**src/rtl/ctrl_ramdrv_ringwr_if.sv**
```systemverilog
// Ring-buffer writer bus: init/bounds, sample stream in,
// registered RAM write port and head/status out.
interface ctrl_ramdrv_ringwr_if #(
  parameter int DATA_ADDRESS_WIDTH = 12,
  parameter int DATA_OFFSET_WIDTH  = 10,
  parameter int DATA_WIDTH         = 16
);
  logic                          init;
  logic [DATA_ADDRESS_WIDTH-1:0] data_uptr;
  logic [DATA_ADDRESS_WIDTH-1:0] data_lptr;
  logic                          lock;
  logic                          s_valid;
  logic [DATA_WIDTH-1:0]         s_data;
  logic                          s_ready;
  logic                          ram_we;
  logic [DATA_ADDRESS_WIDTH-1:0] ram_addr;
  logic [DATA_WIDTH-1:0]         ram_wdata;
  logic [DATA_OFFSET_WIDTH-1:0]  head_offset;
  logic                          new_sample;
  logic                          busy;

  modport master (
    output init, data_uptr, data_lptr,
    output lock, s_valid, s_data,
    input  s_ready, ram_we, ram_addr,
    input  ram_wdata, head_offset,
    input  new_sample, busy
  );

  modport slave (
    input  init, data_uptr, data_lptr,
    input  lock, s_valid, s_data,
    output s_ready, ram_we, ram_addr,
    output ram_wdata, head_offset,
    output new_sample, busy
  );
endinterface

```
**src/rtl/ctrl_ramdrv_ringwr.sv**
```systemverilog
// Ring-buffer RAM writer: zero-fills [uptr..lptr] on init,
// then writes each accepted sample at the next ring slot.
module ctrl_ramdrv_ringwr #(
  parameter int DATA_ADDRESS_WIDTH = 12,
  parameter int DATA_OFFSET_WIDTH  = 10,
  parameter int DATA_WIDTH         = 16
) (
  input logic                 clk,
  input logic                 clr,
  ctrl_ramdrv_ringwr_if.slave bus
);
  localparam int AW = DATA_ADDRESS_WIDTH;
  localparam int OW = DATA_OFFSET_WIDTH;
  localparam int DW = DATA_WIDTH;

  typedef enum logic [1:0] {
    S_IDLE,
    S_FILL,
    S_RUN
  } state_t;

  state_t        r_state;
  logic [AW-1:0] r_uptr;
  logic [AW-1:0] r_lptr;
  logic [AW-1:0] r_fill;
  logic [AW-1:0] r_addr;
  logic [DW-1:0] r_wdata;
  logic [OW-1:0] r_head;
  logic          r_we;
  logic          r_new;
  logic          r_busy;

  logic          w_ready;
  logic          w_accept;
  logic [AW-1:0] w_cur;
  logic [OW-1:0] w_next;
  logic [AW-1:0] w_naddr;

  // Accept only in RUN, unlocked, and not while init/clr override.
  assign w_ready  = (r_state == S_RUN) && !bus.lock
                    && !bus.init && !clr;
  assign w_accept = w_ready && bus.s_valid;
  assign w_cur    = r_uptr + AW'(r_head);
  assign w_next   = (w_cur == r_lptr) ? '0
                    : r_head + OW'(1);
  assign w_naddr  = r_uptr + AW'(w_next);

  // Single FSM: zero-fill sweep, then ring writes of samples.
  always_ff @(posedge clk) begin
    if (clr) begin
      r_state <= S_IDLE;
      r_uptr  <= '0;
      r_lptr  <= '0;
      r_fill  <= '0;
      r_addr  <= '0;
      r_wdata <= '0;
      r_head  <= '0;
      r_we    <= 1'b0;
      r_new   <= 1'b0;
      r_busy  <= 1'b0;
    end else if (bus.init) begin
      r_state <= S_FILL;
      r_uptr  <= bus.data_uptr;
      r_lptr  <= bus.data_lptr;
      r_fill  <= bus.data_uptr;
      r_head  <= '0;
      r_we    <= 1'b0;
      r_new   <= 1'b0;
      r_busy  <= 1'b0;
    end else begin
      case (r_state)
        S_FILL: begin
          r_we    <= 1'b1;
          r_new   <= 1'b0;
          r_busy  <= 1'b1;
          r_addr  <= r_fill;
          r_wdata <= '0;
          r_fill  <= r_fill + AW'(1);
          if (r_fill == r_lptr)
            r_state <= S_RUN;
        end
        S_RUN: begin
          r_we   <= w_accept;
          r_new  <= w_accept;
          r_busy <= 1'b0;
          if (w_accept) begin
            r_head  <= w_next;
            r_addr  <= w_naddr;
            r_wdata <= bus.s_data;
          end
        end
        default: begin
          r_we   <= 1'b0;
          r_new  <= 1'b0;
          r_busy <= 1'b0;
        end
      endcase
    end
  end

`ifdef DEBUG
  logic [AW:0] w_len;
  assign w_len = {1'b0, bus.data_lptr}
               - {1'b0, bus.data_uptr} + 1'b1;

  // Trap buffer bounds that cannot be represented.
  always_ff @(posedge clk) begin
    if (!clr && bus.init &&
        ((bus.data_lptr < bus.data_uptr) ||
         (w_len > (AW+1)'(2**OW)))) begin
      $display("ERROR: illegal ring bounds");
      $finish(2);
    end
  end
`endif

  assign bus.s_ready     = w_ready;
  assign bus.ram_we      = r_we;
  assign bus.ram_addr    = r_addr;
  assign bus.ram_wdata   = r_wdata;
  assign bus.head_offset = r_head;
  assign bus.new_sample  = r_new;
  assign bus.busy        = r_busy;
endmodule

```
**src/flat_wrapper.sv**
```systemverilog
// flat-port wrapper written by rule: the top's interface ports become plain ports
module ctrl_ramdrv_ringwr_flat 
#(
  parameter int DATA_ADDRESS_WIDTH = 12,
  parameter int DATA_OFFSET_WIDTH  = 10,
  parameter int DATA_WIDTH         = 16
)
  (clk, clr, bus_init, bus_data_uptr, bus_data_lptr, bus_lock, bus_s_valid, bus_s_data, bus_s_ready, bus_ram_we, bus_ram_addr, bus_ram_wdata, bus_head_offset, bus_new_sample, bus_busy);
  ctrl_ramdrv_ringwr_if #(.DATA_ADDRESS_WIDTH(DATA_ADDRESS_WIDTH), .DATA_OFFSET_WIDTH(DATA_OFFSET_WIDTH), .DATA_WIDTH(DATA_WIDTH)) bus_i ();
  input logic clk;
  input logic clr;
  input wire logic [$bits(bus_i.init)-1:0] bus_init;
  input wire logic [$bits(bus_i.data_uptr)-1:0] bus_data_uptr;
  input wire logic [$bits(bus_i.data_lptr)-1:0] bus_data_lptr;
  input wire logic [$bits(bus_i.lock)-1:0] bus_lock;
  input wire logic [$bits(bus_i.s_valid)-1:0] bus_s_valid;
  input wire logic [$bits(bus_i.s_data)-1:0] bus_s_data;
  output wire logic [$bits(bus_i.s_ready)-1:0] bus_s_ready;
  output wire logic [$bits(bus_i.ram_we)-1:0] bus_ram_we;
  output wire logic [$bits(bus_i.ram_addr)-1:0] bus_ram_addr;
  output wire logic [$bits(bus_i.ram_wdata)-1:0] bus_ram_wdata;
  output wire logic [$bits(bus_i.head_offset)-1:0] bus_head_offset;
  output wire logic [$bits(bus_i.new_sample)-1:0] bus_new_sample;
  output wire logic [$bits(bus_i.busy)-1:0] bus_busy;
  assign bus_i.init = bus_init;
  assign bus_i.data_uptr = bus_data_uptr;
  assign bus_i.data_lptr = bus_data_lptr;
  assign bus_i.lock = bus_lock;
  assign bus_i.s_valid = bus_s_valid;
  assign bus_i.s_data = bus_s_data;
  assign bus_s_ready = bus_i.s_ready;
  assign bus_ram_we = bus_i.ram_we;
  assign bus_ram_addr = bus_i.ram_addr;
  assign bus_ram_wdata = bus_i.ram_wdata;
  assign bus_head_offset = bus_i.head_offset;
  assign bus_new_sample = bus_i.new_sample;
  assign bus_busy = bus_i.busy;
  ctrl_ramdrv_ringwr #(.DATA_ADDRESS_WIDTH(DATA_ADDRESS_WIDTH), .DATA_OFFSET_WIDTH(DATA_OFFSET_WIDTH), .DATA_WIDTH(DATA_WIDTH)) u_core (.clk(clk), .clr(clr), .bus(bus_i));
endmodule
```
**config.mk**
```make
export PLATFORM = sky130hd
export DESIGN_NAME = ctrl_ramdrv_ringwr_flat
export DESIGN_NICKNAME = d
export VERILOG_FILES = /design/src/rtl/ctrl_ramdrv_ringwr_if.sv /design/src/rtl/ctrl_ramdrv_ringwr.sv /design/src/flat_wrapper.sv
export SDC_FILE = /design/constraint.sdc
export NUM_CORES = 1
export LEC_CHECK = 0
export CAP_MARGIN = 20
export CORE_MARGIN = 8
export CORE_UTILIZATION = 53
export DETAILED_ROUTE_END_ITERATION = 10
export GPL_ROUTABILITY_DRIVEN = 1
export PLACE_DENSITY_LB_ADDON = 0.25
export SYNTH_ARGS = -nofsm -noshare
export SYNTH_HDL_FRONTEND = slang
export SYNTH_SLANG_ARGS = --single-unit
```
**constraint.sdc**
```tcl
create_clock -name clk -period 8.9 [get_ports clk]
set_input_delay 1.78 -clock clk [delete_from_list [all_inputs] [get_ports clk]]
set_output_delay 1.78 -clock clk [all_outputs]
set_load 0.005 [all_outputs]
```
==> impl_metrics.yaml, run 1 <==
critical_path:
  cpMaxStageDelayCell: "clkdlybuf4s50_1"
  cp.required_ns: 7.12
  cp_num_cells: 5
  r2r_slack_ns: 3.77
  slowest_delay_ns: 0.53
  cp-startpoint: "bus_init"
  r2r_end: "u_core.bus.ram_addr[8]"
  crit_type: "in2out"
  r2r-start: "u_core.bus.head_offset[0]"
  arrival_ns: 3.40
  cp_num_buf_inv: 3
  cp-start-kind: "input pin"
  crit_chain: "buf_2 > buf_4 > or2_2 > nor3_1 > clkdlybuf4s50_1"
  cp-end-kind: "output port"
  worst_r2r_path_depth: 19
  crit_fanout: 53
  critPathTopFamily: "buffers and inverters"
  crit_end: "bus_s_ready"
clock_network:
  clock_path_buffers: 2
  cts_sinks: 79
  cts_resized: 0
  cts_tree: "done"
  path_clk_slew_ns: 0.09
  postCtsSetupBuffers: 0
  htree_num_levels: 3
  postCtsHoldBufs: 0
  worstSkewPairLatency_ns: 0.36
  root_buffer: "clkbuf_8"
  numCtsBuffers: 9
sta:
  post-route-period-util: 0.582
  relSlewSlack: 0.465
  drv_slew: 0
  min_period_ns: 5.18
  worstMarginPinSlew_ns: 0.803
  finalSetupViolations: 0
  fmaxAchievable_mhz: 193
  hold_viol_final: 0
  finalSetupTns_ns: 0
  finalClockSkew_ns: 0.0139
  rsz0062_at_grt: "no"
layout:
  syn2layout_area_growth_pct: 24.1
  final_cell_mix: "92 x nor2_1, 84 x clkdlybuf4s50_1, 79 x dfxtp_1"
  nets: 713
  antenna_cells: 0
  mostFrequentLayoutCell: "nor2_1"
  drive_above_1_share: 0.0433
detailed_routing:
  wl_met1_um: 5840
  wl_met3_um: 662
  viasPerCell: 5.77
  drtPass1Iterations: 4
  finalWirelength_um: 12800
  wl_per_cell_um: 16.9
  vias: 4357
  antenna_left: 0
  top_layer: "met4"
  drt_first_iter_violations: 286
  route.detailed.drc: 0
  wl_met2_um: 5990
die:
  start_util: 0.540
  core-area_um2: 8590
  core.rowCount: 34
  ioPinCount: 87
  die_area_um2: 12000
  die_w_um: 110
  fp.dieH_um: 110
power_and_ir_drop:
  vdd.ir_drop.worst_v: 0.000133
  fin_total_pwr_mw: 0.775
  p_leak_nw: 2.21
  powerDensity_nw_per_um2: 135
synth:
  synth-seq-cells: 79
  yosysWarnings: 0
  syn_area_um2: 4640
  synth.net_count: 641
  syn_avg_cell_area_um2: 8.14
  synth.distinct_cells: 54
  synthArstFlopShare: 0
  ys_seq_area_frac: 0.341
  synth_edf_count: 0
  synth_ff_type: "dfxtp_1"
  syn_inst: 570
place:
  gp_congestion: 0.907
  dp.final_hpwl_um: 9540
  port-buffer-count: 86
global_route:
  grt_pass1_vias: 4196
  overflow: 0
  grt_max_degree: 69
  grt_pass1_wl_um: 20600
  grtUsageTotal: 0.215
  antenna_found_initial: 0
status:
  outcome: "complete, no violations"
worst_hold_path:
  min_path_type: "reg2reg"
run:
  max_cap_viol_count: 0
[area by class of cell]
cell class,count,area [um2]
Sequential cell,79,1580
Inverter,9,33.8
Fill cell,729,2840
Tap cell,108,135
Clock inverter,7,80.1
Timing Repair Buffer,91,888
Multi-Input combinational cell,452,2920
Clock buffer,9,124
[sequential cells by signal, summed over array words and instances (netlist names)]
register,count
u_core.r_fill,12
u_core.r_lptr,12
u_core.bus.new_sample,1
u_core.bus.ram_addr,12
u_core.bus.ram_wdata,16
u_core.bus.head_offset,10
u_core.r_state,2
u_core.bus.ram_we,1
u_core.bus.busy,1
u_core.r_uptr,12
[synthesized netlist by cell type (2+ instances only)]
cell	number	area, um2
o311a_1	2	20.0
fa_1	2	40.0
nor3_1	16	80.1
nand2b_1	5	31.3
nand4_1	4	25.0
a211oi_1	21	158
mux2i_1	26	260
nor2b_1	5	31.3
a22oi_1	2	15.0
nor4_1	4	25.0
o21ai_1	2	10.0
a21o_1	4	30.0
and2_1	2	12.5
inv_1	9	33.8
a211o_1	3	26.3
clkbuf_1	20	75.1
a21oi_1	43	215
or3_1	4	25.0
dfxtp_1	79	1580
and4_1	2	17.5
o31ai_1	2	15.0
ha_1	24	300
nor2_1	92	345
buf_1	7	26.3
buf_4	2	15.0
xnor2_1	29	254
a2111oi_0	3	26.3
nand3_1	35	175
nand2_1	39	146
o21ai_0	15	75.1
xor2_1	27	236
and3_1	8	50.1
o21a_1	8	60.1
or2_2	2	12.5
nor3b_1	2	15.0
o2111ai_1	2	17.5
[per-stage QoR]
stage                     hold WS, ns  utilization  std cells  worst slack [ns]  area [um2]
final                           0.455        0.670        755              3.72        5760
after global routing            0.480        0.670        755              3.18        5760
after CTS                       0.459        0.670        755              3.71        5760
after detailed placement        0.446        0.646        739              3.72        5550
after global placement          0.439        0.646        739              3.73        5550
after floorplan                 0.448            -        570              4.50        4640
[worst register-to-register path, stage by stage, from the launching register on]
cell and delay, ns:
dfxtp_1 0.39, ha_1 0.26, fa_1 0.43, a21o_1 0.24, a221oi_2 0.27, xnor2_1 0.10
nor4_1 0.32, o2111ai_1 0.20, and4b_1 0.76, nor2_1 0.12, ha_1 0.24, inv_1 0.08
fa_1 0.20, nand2b_1 0.14, a21oi_1 0.10, o31ai_1 0.34, a21boi_0 0.20, o21a_1 0.20
o311a_1 0.32, nor3_1 0.15
[routing by layer]
| metal | GRT usage | vias to the layer above |
|---|---|---|
| met3 | 0.0317 | 23 |
| met4 | 0.0781 | 0 |
| li1 | - | 2158 |
| met5 | 0 | - |
| met2 | 0.347 | 117 |
| met1 | 0.285 | 2059 |
[power breakdown]
part	total, mW	switching (mW)	internal, mW	leakage (nW)
combinational	0.111	0.0534	0.0576	1.47
sequential	0.385	0.0187	0.367	0.645
clock	0.278	0.145	0.133	0.102
total	0.775	0.217	0.557	2.21
[cell families after synthesis]
kind of cell / count (synthesis) / synth area share
simple gates: 225 / 0.223
compound gates: 119 / 0.167
flops: 79 / 0.341
xor+xnor: 56 / 0.106
buf+inv: 39 / 0.0334
mux: 26 / 0.0561
fa+ha+maj: 26 / 0.0734
[how the worst min path moves through the flow]
| stage | slack [ns] | endpoint | startpoint | depth (start not counted) |
|---|---|---|---|---|
| global placement | 0.44 | u_core.bus.ram_wdata[13] | u_core.bus.ram_wdata[13] | 2 |
| floorplan | 0.45 | u_core.bus.ram_wdata[0] | u_core.bus.ram_wdata[0] | 2 |
| detailed placement | 0.45 | u_core.bus.ram_wdata[3] | u_core.bus.ram_wdata[3] | 2 |
| CTS | 0.46 | u_core.bus.ram_addr[1] | u_core.bus.ram_addr[1] | 2 |
| global route | 0.48 | u_core.bus.ram_wdata[6] | u_core.bus.ram_wdata[6] | 2 |
| finish | 0.46 | u_core.bus.ram_addr[1] | u_core.bus.ram_addr[1] | 2 |
Power figures use the tool's default switching activity.
==> run 2, diff against run 1 <==
--- a/config.mk
+++ b/config.mk
@@ -7,7 +7,7 @@
 export LEC_CHECK = 0
 export CAP_MARGIN = 20
 export CORE_MARGIN = 8
-export CORE_UTILIZATION = 53
+export CORE_UTILIZATION = 48
 export DETAILED_ROUTE_END_ITERATION = 10
 export GPL_ROUTABILITY_DRIVEN = 1
 export PLACE_DENSITY_LB_ADDON = 0.25
==> constraint.sdc (replaced) <==
create_clock -name clk -period 4.7 [get_ports clk]
set_input_delay 0.94 -clock clk [delete_from_list [all_inputs] [get_ports clk]]
set_output_delay 0.94 -clock clk [all_outputs]
set_load 0.005 [all_outputs]
==> impl_metrics.yaml, run 2 (synthesis results as in run 1) <==
power_and_ir_drop:
  power_frac_comb: 0.139
  p_switching_mw: 0.409
  p_leak_nw: 2.29
  vdd.ir_drop.worst_v: 0.000192
  pwr-share-clk: 0.397
  switching_share: 0.260
  power_frac_seq: 0.464
  powerDensity_nw_per_um2: 265
  internal_power_mw: 1.16
sta:
  relSlewSlack: 0.441
  worstMarginPinSlew_ns: 0.839
  drv_slew: 0
  fmaxAchievable_mhz: 221
  finalClockSkew_ns: 0.00951
  min_period_ns: 4.53
  hold_viol_final: 0
  post-route-period-util: 0.963
  holdWs_ns: 0.455
  finalSetupViolations: 0
layout:
  fill_cells: 864
  antenna_cells: 0
  syn2layout_area_growth_pct: 28.1
  nets: 725
  drive_above_1_share: 0.0653
  mostFrequentLayoutCell: "nor2_1"
  final_cell_mix: "92 x nor2_1, 84 x clkdlybuf4s50_1, 79 x dfxtp_1"
  final_cell_area_um2: 5940
  largest_reg_flops: 16
clock_network:
  cts_sinks: 79
  htree_num_levels: 3
  root_buffer: "clkbuf_8"
  worstSkewPairLatency_ns: 0.35
  path_clk_slew_ns: 0.09
  clock_path_buffers: 2
  numCtsBuffers: 9
  cts_tree: "done"
critical_path:
  arrival_ns: 4.81
  crit_fanout: 5
  cp.required_ns: 4.98
  crit_type: "reg2reg"
  r2r_slack_ns: 0.17
  r2r_end: "u_core.bus.ram_addr[8]"
  worst_r2r_path_depth: 19
  cp-end-kind: "register"
  r2r-start: "u_core.r_uptr[0]"
  cp-start-kind: "register"
die:
  core.rowCount: 36
  fp.dieH_um: 114
  ioPinCount: 87
  die_area_um2: 13100
  core-area_um2: 9590
  start_util: 0.484
  die_w_um: 114
run:
  max_cap_viol_count: 0
detailed_routing:
  drtPass1Iterations: 4
  viasPerCell: 5.71
  vias: 4525
  route.detailed.drc: 0
  finalWirelength_um: 13800
  drt_first_iter_violations: 269
  wl_per_cell_um: 17.4
  antenna_left: 0
place:
  placed_area_um2: 5660
  port-buffer-count: 86
  dp.final_hpwl_um: 10200
  gp_congestion: 0.911
global_route:
  antenna_found_initial: 0
  grt_pass1_vias: 4272
  grtUsageTotal: 0.210
  grt_max_degree: 67
  grt_pass1_wl_um: 21900
  overflow: 0
worst_hold_path:
  worst_hold_path.endpoint: "u_core.bus.ram_wdata[8]"
  hold_path_startpoint: "u_core.bus.ram_wdata[8]"
  min_path_type: "reg2reg"
  hold-path-cell-count: 2
status:
  outcome: "complete, no violations"
[run 2: worst max path at each step]
| stage | endpoint | slack [ns] | startpoint | depth (start not counted) |
|---|---|---|---|---|
| 2_1_floorplan | u_core.bus.ram_addr[8] | 0.51 | u_core.bus.head_offset[0] | 20 |
| 3_3_place_gp | u_core.bus.ram_addr[8] | 0.26 | u_core.r_uptr[0] | 19 |
| 3_5_place_dp | u_core.bus.ram_addr[8] | 0.12 | u_core.r_uptr[0] | 19 |
| 4_1_cts | u_core.bus.ram_addr[8] | 0.11 | u_core.r_uptr[0] | 19 |
| 5_1_grt | u_core.bus.ram_addr[11] | -0.05 | u_core.r_uptr[0] | 17 |
| 6_report | u_core.bus.ram_addr[8] | 0.17 | u_core.r_uptr[0] | 19 |
[run 2: layout make-up]
class | instances | area (um2) | area share
Tap cell | 133 | 166 | 0.0280
Multi-Input combinational cell | 453 | 2950 | 0.496
Timing Repair Buffer | 102 | 971 | 0.163
Inverter | 9 | 33.8 | 0.00568
Clock inverter | 6 | 116 | 0.0196
Sequential cell | 79 | 1580 | 0.266
Clock buffer | 10 | 128 | 0.0215
[run 2: critical path: stages (launching register included)]
cell and delay [ns]:
dfxtp_1 0.34, ha_1 0.21, fa_1 0.43, a21o_1 0.24, a221oi_2 0.26, xnor2_1 0.10
nor4_1 0.32, o2111ai_2 0.24, and4b_4 0.42, nor2_1 0.06, ha_1 0.21, inv_1 0.08
fa_1 0.20, nand2b_1 0.14, a21oi_1 0.11, o31ai_2 0.30, a21boi_1 0.15, o21a_1 0.18
o311a_1 0.32, nor3_1 0.15
[run 2: power groups by stage]
stage                     clock [mW]  combinational [mW]  sequential (mW)
after floorplan                    0               0.133            0.730
after global placement             0               0.210            0.742
after detailed placement           0               0.214            0.743
after CTS                      0.633               0.215            0.728
after global routing           0.666               0.241            0.731
final                          0.624               0.219            0.729
[run 2: through the flow]
stage | power, mW | instances | setup WS, ns | TNS, ns | utilization
after floorplan | 0.863 | 570 | 0.507 | 0 | -
final | 1.57 | 792 | 0.172 | 0 | 0.620
after CTS | 1.58 | 790 | 0.107 | 0 | 0.615
after global routing | 1.64 | 792 | -0.0458 | -0.0740 | 0.620
after global placement | 0.952 | 774 | 0.259 | 0 | 0.590
after detailed placement | 0.957 | 774 | 0.122 | 0 | 0.590
[run 2: what timing repair did]
item / 4_1_cts / 5_1_grt
hold buffers: 0 / 0
gates resized for setup: 0 / 9
endpoints found under the setup margin: 0 / 4
buffers inserted: 0 / 1
[run 2: per-layer routing]
| metal | GRT usage | wire, um | up-vias |
|---|---|---|---|
| li1 | - | - | 2184 |
| met1 | 0.278 | 6240 | 2163 |
| met2 | 0.337 | 6540 | 150 |
| met3 | 0.0327 | 670 | 28 |
| met4 | 0.0763 | 313 | 0 |
| met5 | 0 | 0 | - |
==> run 3, diff against run 2 <==
--- a/config.mk
+++ b/config.mk
@@ -6,6 +6,7 @@
 export NUM_CORES = 1
 export LEC_CHECK = 0
 export CAP_MARGIN = 20
+export CORE_ASPECT_RATIO = 0.75
 export CORE_MARGIN = 8
 export CORE_UTILIZATION = 48
 export DETAILED_ROUTE_END_ITERATION = 10
==> impl_metrics.yaml, run 3 (synthesis results as in run 1) <==
sta:
  finalClockSkew_ns: 0.00720
  finalSetupTns_ns: 0
  finalSetupViolations: 0
  post-route-period-util: 0.940
  relSlewSlack: 0.454
  holdWs_ns: 0.453
  worstMarginPinSlew_ns: 0.819
  drv_slew: 0
  hold_viol_final: 0
  rsz0062_at_grt: "no"
  fmaxAchievable_mhz: 226
  min_period_ns: 4.42
  finalWorstSetupSlack_ns: 0.283
critical_path:
  arrival_ns: 4.67
  crit_fanout: 15
  cp-start-kind: "register"
  r2r_slack_ns: 0.28
  crit_type: "reg2reg"
  cp-end-kind: "register"
  cp.required_ns: 4.96
global_route:
  antenna_found_initial: 0
  grtUsageTotal: 0.221
  grt_max_degree: 67
  grt_pass1_wl_um: 22600
  grt_pass1_vias: 4199
  overflow: 0
layout:
  largest_reg_flops: 16
  drive_above_1_share: 0.0740
  fill_cells: 879
  nets: 728
  syn2layout_area_growth_pct: 29.6
  antenna_cells: 0
  final_util: 0.630
  layout.cells.non_filler: 794
  mostFrequentLayoutCell: "nor2_1"
  final_cell_mix: "92 x nor2_1, 84 x clkdlybuf4s50_1, 78 x dfxtp_1"
  final_cell_area_um2: 6010
run:
  max_cap_viol_count: 0
place:
  dp.final_hpwl_um: 10800
  dpl.cell_count: 778
  placed_area_um2: 5700
  gp_congestion: 0.869
  preCtsSetupSlack_ns: 0.191
  port-buffer-count: 86
clock_network:
  clock_path_buffers: 2
  worstSkewPairLatency_ns: 0.34
  postCtsSetupBuffers: 0
  path_clk_slew_ns: 0.06
  cts_sinks: 79
  numCtsBuffers: 9
  htree_num_levels: 3
  root_buffer: "clkbuf_16"
  cts_tree: "done"
power_and_ir_drop:
  internal_power_mw: 1.20
  p_switching_mw: 0.438
  p_leak_nw: 2.33
  pwr-share-clk: 0.417
  power_frac_comb: 0.136
  powerDensity_nw_per_um2: 272
  fin_total_pwr_mw: 1.64
  power_frac_seq: 0.447
  switching_share: 0.267
  vdd.ir_drop.worst_v: 0.000184
die:
  ioPinCount: 87
  die_w_um: 130
  core.rowCount: 31
  start_util: 0.486
  fp.dieH_um: 101
  core-area_um2: 9540
  die_area_um2: 13100
detailed_routing:
  drtPass1Iterations: 4
  drt_first_iter_violations: 443
  finalWirelength_um: 14300
  vias: 4430
  antenna_left: 0
  viasPerCell: 5.58
  route.detailed.drc: 0
  wl_per_cell_um: 18.0
status:
  outcome: "complete, no violations"
worst_hold_path:
  min_path_type: "reg2reg"
run 3: cell types whose count changed in the layout (fill, tap and decap cells not counted), moves of 3 or more:
cell	delta
clkbuf_8	-7
bufinv_16	-3
buf_4	+4
clkbuf_16	+9
run 3: power groups by stage:
stage | clock network [mW] | registers [mW] | logic [mW]
floorplan | 0 | 0.730 | 0.133
global placement | 0 | 0.743 | 0.215
detailed placement | 0 | 0.744 | 0.218
CTS | 0.693 | 0.730 | 0.220
global route | 0.723 | 0.733 | 0.246
finish | 0.682 | 0.731 | 0.223
run 3: final timing paths:
kind / startpoint / end / cells past startpoint
worst min register to register: u_core.bus.ram_wdata[9] / u_core.bus.ram_wdata[9] / 2
worst max register to register: u_core.r_uptr[0] / u_core.bus.ram_addr[8] / 18
worst min-delay path: u_core.bus.ram_wdata[9] / u_core.bus.ram_wdata[9] / 2
worst max-delay path: u_core.r_uptr[0] / u_core.bus.ram_addr[8] / 18
run 3: layout make-up:
cell class	instances	area [um2]	share of cell area
clock buffers	11	253	0.0420
multi-input cells	452	2940	0.489
repair buffers	106	1000	0.166
flip-flops and latches	79	1580	0.263
well taps	132	165	0.0275
clock inverters	5	38.8	0.00645
inverters	9	33.8	0.00562
run 3: repair_timing:
action,in CTS,in global routing
endpoints found under the setup margin,0,4
hold buffers,0,0
gates resized for setup,0,10
run 3: critical path: stages (launching register included):
cell and delay (ns):
dfxtp_1 0.34, ha_1 0.22, fa_1 0.43, a21o_1 0.24
a221oi_2 0.25, xnor2_1 0.11, nor4_1 0.28, o2111ai_1 0.18
and4b_2 0.39, buf_4 0.23, nor2_1 0.08, ha_1 0.34
o21ai_0 0.10, a21oi_1 0.11, o31ai_2 0.24, a21boi_1 0.12
o21a_1 0.18, o311a_1 0.33, nor3_1 0.17
run 3: layer usage:
metal  up-vias  global-route usage  part of all wire
met5         -                   0                 0
met4         0              0.0427            0.0072
met3        11              0.0505             0.057
met2       129               0.326              0.43
met1      2097               0.320              0.51
li1       2193                   -                 -
